--- config.mk ---
export PLATFORM = sky130hd
export DESIGN_NAME = vga_dither_out
export DESIGN_NICKNAME = d
export VERILOG_FILES = /design/src/rtl/vga_dither_out.sv
export SDC_FILE = /design/constraint.sdc
export NUM_CORES = 1
export LEC_CHECK = 0
export ABC_AREA = 1
export CORE_MARGIN = 10
export CORE_UTILIZATION = 50
export CTS_CLUSTER_DIAMETER = 80
export DETAILED_ROUTE_END_ITERATION = 6
export PLACE_DENSITY = 0.88
export SLEW_MARGIN = 30
export SYNTH_ARGS = -nofsm -noshare
export SYNTH_HDL_FRONTEND = slang
export SYNTH_SLANG_ARGS = --single-unit
--- constraint.sdc ---
create_clock -name clock -period 1.6 [get_ports clock]
set_input_delay 0.24 -clock clock [delete_from_list [all_inputs] [get_ports clock]]
set_output_delay 0.24 -clock clock [all_outputs]
set_load 0.1 [all_outputs]
--- src/rtl/vga_dither_out.sv ---
// VGA output stage: ordered 2x2 Bayer dithering from IN_DEPTH to OUT_DEPTH bits
// per channel, sync delay matched to the two-stage colour pipeline, and a
// stretched design reset that stays high for RST_CYCLES cycles after release.
module vga_dither_out #(
    parameter int IN_DEPTH   = 6,
    parameter int OUT_DEPTH  = 4,
    parameter int DITHER     = 1,
    parameter int SYNC_POL   = 0,
    parameter int RST_CYCLES = 32
) (
    input  logic                 clock,
    input  logic                 reset,
    input  logic [IN_DEPTH-1:0]  in_r,
    input  logic [IN_DEPTH-1:0]  in_g,
    input  logic [IN_DEPTH-1:0]  in_b,
    input  logic                 in_hs,
    input  logic                 in_vs,
    output logic [OUT_DEPTH-1:0] out_r,
    output logic [OUT_DEPTH-1:0] out_g,
    output logic [OUT_DEPTH-1:0] out_b,
    output logic                 out_hs,
    output logic                 out_vs,
    output logic                 out_reset
);

    // Number of bits dropped per channel and width of the pre-shift sum.
    localparam int D  = IN_DEPTH - OUT_DEPTH;
    localparam int SW = IN_DEPTH + 1;
    // Left shift applied to the 2-bit Bayer value when D >= 2.
    localparam int SH = (D >= 2) ? (D - 2) : 0;
    localparam int CW = $clog2(RST_CYCLES + 1);

    localparam logic SYNC_ACT  = (SYNC_POL != 0) ? 1'b1 : 1'b0;
    localparam logic SYNC_IDLE = (SYNC_POL != 0) ? 1'b0 : 1'b1;
    localparam logic [CW-1:0] CNT_LOAD = CW'(RST_CYCLES);

    // Bayer threshold for a 2x2 cell position, scaled to the dropped bits.
    function automatic logic [SW-1:0] thr_of(input logic [1:0] idx);
        logic [1:0]    bay;
        logic [SW-1:0] ext;
        case (idx)
            2'd0:    bay = 2'd0;
            2'd1:    bay = 2'd2;
            2'd2:    bay = 2'd3;
            2'd3:    bay = 2'd1;
            default: bay = 2'd0;
        endcase
        ext = SW'(bay);
        if (DITHER == 0 || D == 0) begin
            thr_of = '0;
        end else if (D == 1) begin
            thr_of = ext >> 1'b1;
        end else begin
            thr_of = ext << SH;
        end
    endfunction

    // Add threshold, drop D bits and clamp to full scale instead of wrapping.
    function automatic logic [OUT_DEPTH-1:0] dither_chan(input logic [IN_DEPTH-1:0] pix,
                                                         input logic [SW-1:0]       thr);
        logic [SW-1:0] sum;
        logic [SW-1:0] q;
        sum = {1'b0, pix} + thr;
        q   = sum >> D;
        if (|q[SW-1:OUT_DEPTH]) begin
            dither_chan = {OUT_DEPTH{1'b1}};
        end else begin
            dither_chan = q[OUT_DEPTH-1:0];
        end
    endfunction

    // Screen position parity and frame phase.
    logic x0_r;
    logic y0_r;
    logic f0_r;
    logic hs_d_r;
    logic vs_d_r;
    logic hs_edge_s;
    logic vs_edge_s;
    logic x0_next_s;
    logic y0_next_s;
    logic f0_next_s;
    logic [SW-1:0] thr_s;

    // Stage 1 registers.
    logic [IN_DEPTH-1:0] s1_red_r;
    logic [IN_DEPTH-1:0] s1_grn_r;
    logic [IN_DEPTH-1:0] s1_blu_r;
    logic [SW-1:0]       s1_thr_r;
    logic                s1_hs_r;
    logic                s1_vs_r;

    // Reset stretcher.
    logic [CW-1:0] cnt_r;
    logic [CW-1:0] cnt_next_s;

    assign thr_s = thr_of({y0_r, (x0_r ^ f0_r)});

    // Detect inactive-to-active sync transitions against the previous cycle.
    always_comb begin
        hs_edge_s = 1'b0;
        vs_edge_s = 1'b0;
        if ((in_hs == SYNC_ACT) && (hs_d_r != SYNC_ACT)) begin
            hs_edge_s = 1'b1;
        end else begin
            hs_edge_s = 1'b0;
        end
        if ((in_vs == SYNC_ACT) && (vs_d_r != SYNC_ACT)) begin
            vs_edge_s = 1'b1;
        end else begin
            vs_edge_s = 1'b0;
        end
    end

    // Next column/row parity and frame phase; a vs edge overrides the row toggle.
    always_comb begin
        x0_next_s = ~x0_r;
        y0_next_s = y0_r;
        f0_next_s = f0_r;
        if (hs_edge_s) begin
            x0_next_s = 1'b0;
            y0_next_s = ~y0_r;
        end else begin
            x0_next_s = ~x0_r;
            y0_next_s = y0_r;
        end
        if (vs_edge_s) begin
            y0_next_s = 1'b0;
            f0_next_s = ~f0_r;
        end else begin
            f0_next_s = f0_r;
        end
    end

    // Position tracking and sync history registers.
    always_ff @(posedge clock) begin
        if (reset) begin
            x0_r   <= 1'b0;
            y0_r   <= 1'b0;
            f0_r   <= 1'b0;
            hs_d_r <= SYNC_IDLE;
            vs_d_r <= SYNC_IDLE;
        end else begin
            x0_r   <= x0_next_s;
            y0_r   <= y0_next_s;
            f0_r   <= f0_next_s;
            hs_d_r <= in_hs;
            vs_d_r <= in_vs;
        end
    end

    // Stage 1: capture pixel, its threshold and the syncs.
    always_ff @(posedge clock) begin
        if (reset) begin
            s1_red_r <= '0;
            s1_grn_r <= '0;
            s1_blu_r <= '0;
            s1_thr_r <= '0;
            s1_hs_r  <= SYNC_IDLE;
            s1_vs_r  <= SYNC_IDLE;
        end else begin
            s1_red_r <= in_r;
            s1_grn_r <= in_g;
            s1_blu_r <= in_b;
            s1_thr_r <= thr_s;
            s1_hs_r  <= in_hs;
            s1_vs_r  <= in_vs;
        end
    end

    // Stage 2: register the dithered, saturated colour and the aligned syncs.
    always_ff @(posedge clock) begin
        if (reset) begin
            out_r  <= '0;
            out_g  <= '0;
            out_b  <= '0;
            out_hs <= SYNC_IDLE;
            out_vs <= SYNC_IDLE;
        end else begin
            out_r  <= dither_chan(s1_red_r, s1_thr_r);
            out_g  <= dither_chan(s1_grn_r, s1_thr_r);
            out_b  <= dither_chan(s1_blu_r, s1_thr_r);
            out_hs <= s1_hs_r;
            out_vs <= s1_vs_r;
        end
    end

    // Stretcher countdown, holding at zero once expired.
    always_comb begin
        cnt_next_s = cnt_r;
        if (cnt_r != '0) begin
            cnt_next_s = cnt_r - CW'(1'b1);
        end else begin
            cnt_next_s = '0;
        end
    end

    // Reload the stretcher while reset is held; output follows the next count.
    always_ff @(posedge clock) begin
        if (reset) begin
            cnt_r     <= CNT_LOAD;
            out_reset <= 1'b1;
        end else begin
            cnt_r     <= cnt_next_s;
            out_reset <= (cnt_next_s != '0);
        end
    end

endmodule
==> results.py <==
metrics = {
    "setup_path": {
        "path_cells": "inv_1 -> ha_1 -> nand2_1 -> o21ai_0 -> nand2_1 -> nor2_1 -> nand3_1",
        "reg2reg_from": "cnt_r[0]",
        "max_stage_delay_ns": 0.30,
        "crit_arrival_ns": 1.60,
        "crit_path_frequent_cell": "nand2_1",
        "worst-path-max-fanout": 7,
        "critPathLaunchType": "flip-flop",
        "crit_slowest_cell": "dfxtp_1",
        "cp.required_ns": 1.79,
        "crit_type": "flip-flop to flip-flop",
        "r2r_cells": 7,
        "timing.rr.end": "out_reset",
        "end_kind": "flip-flop",
        "ff2ff_setup_slack_ns": 0.19,
    },
    "hold_path": {
        "hold_class": "flip-flop to flip-flop",
        "min_from": "x0_r",
        "min_to": "x0_r",
        "hold_depth": 1,
    },
    "die": {
        "ios": 37,
        "dieArea_um2": 6480,
        "die_w_um": 80.5,
        "die_h_um": 80.5,
        "core_area_um2": 3440,
        "rows": 21,
        "start_util_pct": 53.1,
    },
    "clocking": {
        "cts_buffers": 5,
        "hold_buffers": 0,
        "cts.sinks": 46,
        "htree_num_levels": 2,
        "path_clk_slew_ns": 0.08,
        "cts_tree": "yes",
        "clockBufferDepth": 2,
        "postCtsSetupBuffers": 0,
        "cts-root-buf": "clkbuf_8",
        "insertion_delay_ns": 0.30,
        "ctsResizeCount": 0,
    },
    "placed_design": {
        "portBuffers": 36,
        "hpwl_mm": 2.77,
        "gp_congestion": 0.746,
    },
    "sta": {
        "worst_pin_slew_ns": 0.388,
        "min_period_over_period_pct": 88.1,
        "clock_skew_ns": 0.00602,
        "rsz0062_at_grt": "false",
        "slew-limit-headroom_pct": 74.1,
        "maxSlewViolCount": 0,
        "finalHoldViolCount": 0,
        "setup_violations": 0,
        "tns_ns": 0,
        "fmax_ghz": 0.709,
        "fin_crit_ns": 1.41,
    },
    "detailed_routing": {
        "first_pass_iters": 4,
        "wl_mm": 3.61,
        "first_iter_violations": 84,
        "wl_per_cell_um": 10.8,
        "via_per_inst": 4.58,
        "vias": 1524,
        "drc_errors": 0,
        "antenna_left": 0,
    },
    "logic_synthesis": {
        "avgSynthCellArea_um2": 7.38,
        "yosysMostFrequentCell": "nand2_1",
        "synth_top_area_share_pct": 50.3,
        "synth_cell_types": 19,
        "synth_async_sr_flop_share_pct": 0,
        "synth_top_area_cell": "dfxtp_1",
        "syn_inst": 248,
        "syn_nets": 277,
        "synth_ff_type": "dfxtp_1",
        "seq_area_frac_synth_pct": 50.3,
        "netlist_area_um2": 1830,
        "synth_warnings": 0,
        "ys_top_cells_by_area": "dfxtp_1 (50%), nand2_1 (12%), inv_1 (11%)",
        "synthTopCellsByCount": "nand2_1 (57), inv_1 (55), dfxtp_1 (46)",
        "yosys_register_bits": 46,
        "synth_edf_count": 0,
    },
    "global_routing": {
        "overflow": 0,
        "antenna_found_initial": 0,
        "first_global_vias": 1510,
        "grt_pass1_wl_mm": 6.09,
        "grt_max_degree": 31,
        "grtUsageTotal_pct": 12.0,
    },
    "run": {
        "maxCapViolCount": 0,
    },
    "pwr": {
        "switchingPower_mw": 0.885,
        "power_mw": 2.73,
        "ir_worst_vdd_mv": 0.682,
        "power_frac_clock_pct": 23.8,
        "sw_frac_of_total_pct": 32.4,
        "pwr-share-seq_pct": 49.5,
        "combPwrFrac_pct": 26.7,
        "leakage_nw": 1.24,
        "power_density_nw_per_um2": 1110,
        "p_int_mw": 1.85,
    },
    "layout": {
        "num-nets-final": 316,
        "area_growth_pct": 34.5,
        "drive_gt1_share_pct": 9.41,
        "diodes": 0,
    },
    "outcome": {
        "status": "completed",
    },
}
[how the worst max path moves through the flow]
stage,to,start
6_report,out_reset,cnt_r[0]
5_1_grt,out_reset,cnt_r[0]
2_1_floorplan,out_reset,cnt_r[0]
3_5_place_dp,out_reset,reset
4_1_cts,out_reset,cnt_r[0]
3_3_place_gp,out_reset,reset
[per-stage QoR]
step           instances  setup WS (ns)  cell area (um2)  util [%]  hold slack, ns
2_1_floorplan        248          0.410             1830         -           0.337
3_3_place_gp         326          0.190             2380      69.3           0.422
3_5_place_dp         326          0.134             2380      69.3           0.423
4_1_cts              333          0.199             2460      71.5           0.434
5_1_grt              333         0.0657             2460      71.5           0.454
6_report             333          0.190             2460      71.5           0.432
[worst max-delay path, delay by kind of cell (launching register included)]
| family | cells | cell delay, ns |
|---|---|---|
| AO/OA/AOI/OAI | 1 | 0.22 |
| adder cells (fa/ha/maj) | 1 | 0.21 |
| buffers and inverters | 1 | 0.18 |
| flip-flops | 1 | 0.30 |
| AND/OR/NAND/NOR | 4 | 0.40 |
[kinds of logic (layout without fill, tap and decap cells)]
| kind of cell | count (synthesis) | in the layout | synth area share [%] |
|---|---|---|---|
| and+or+nand+nor | 118 | 118 | 26.6 |
| buffers and inverters | 60 | 99 | 12.4 |
| DFF | 46 | 46 | 50.3 |
| AOI/OAI and AO/OA | 14 | 14 | 4.45 |
| adders and majority gates | 7 | 7 | 4.79 |
| xor gates and xnor gates | 3 | 3 | 1.44 |
[power by group through the flow]
stage / combinational (mW) / clock (mW) / sequential [mW]
final: 0.729 / 0.650 / 1.35
after global routing: 0.833 / 0.706 / 1.37
after CTS: 0.737 / 0.661 / 1.35
after detailed placement: 0.732 / 0 / 1.38
after global placement: 0.703 / 0 / 1.37
after floorplan: 0.395 / 0 / 1.48
[cell usage in the layout (no fill, tap or decap)]
| master | count |
|---|---|
| nand2_2 | 1 |
| clkbuf_8 | 5 |
| or2_2 | 2 |
| o21ai_0 | 2 |
| nand3_1 | 8 |
| nor3_1 | 4 |
| o21ai_1 | 1 |
| clkdlybuf4s50_1 | 21 |
| xor2_1 | 2 |
| buf_12 | 15 |
| nor2_1 | 39 |
| buf_4 | 1 |
| ha_1 | 7 |
| xnor2_1 | 1 |
| a21oi_1 | 8 |
| dfxtp_1 | 46 |
| nand2_1 | 57 |
| nand3b_1 | 3 |
| clkbuf_1 | 2 |
| o21ai_2 | 3 |
| inv_1 | 55 |
| nand4_1 | 4 |
[registers in the layout, indices dropped and copies added, names as in the netlist, 2 cells and up]
name	cells
cnt_r	6
s1_thr_r	2
s1_red_r	6
s1_grn_r	6
s1_blu_r	6
out_g	4
out_r	4
out_b	4
[area by class of cell]
| class | count | area, um2 |
|---|---|---|
| flip-flops and latches | 46 | 921 |
| inverters | 55 | 206 |
| clock buffers | 7 | 76.3 |
| repair buffers | 37 | 518 |
| well taps | 46 | 57.6 |
| fillers | 270 | 981 |
| multi-input cells | 142 | 682 |
[routing by layer]
| metal | vias to the layer above | share of wire, % | global-route usage, % | wire length [um] |
|---|---|---|---|---|
| li1 | 810 | - | - | - |
| met1 | 676 | 42 | 11.4 | 1500 |
| met2 | 31 | 52 | 21.3 | 1860 |
| met3 | 7 | 4.0 | 3.90 | 146 |
| met4 | 0 | 2.8 | 8.45 | 100 |
| met5 | - | 0 | 0 | 0 |
Note: power is estimated with default switching activity, not from simulation.
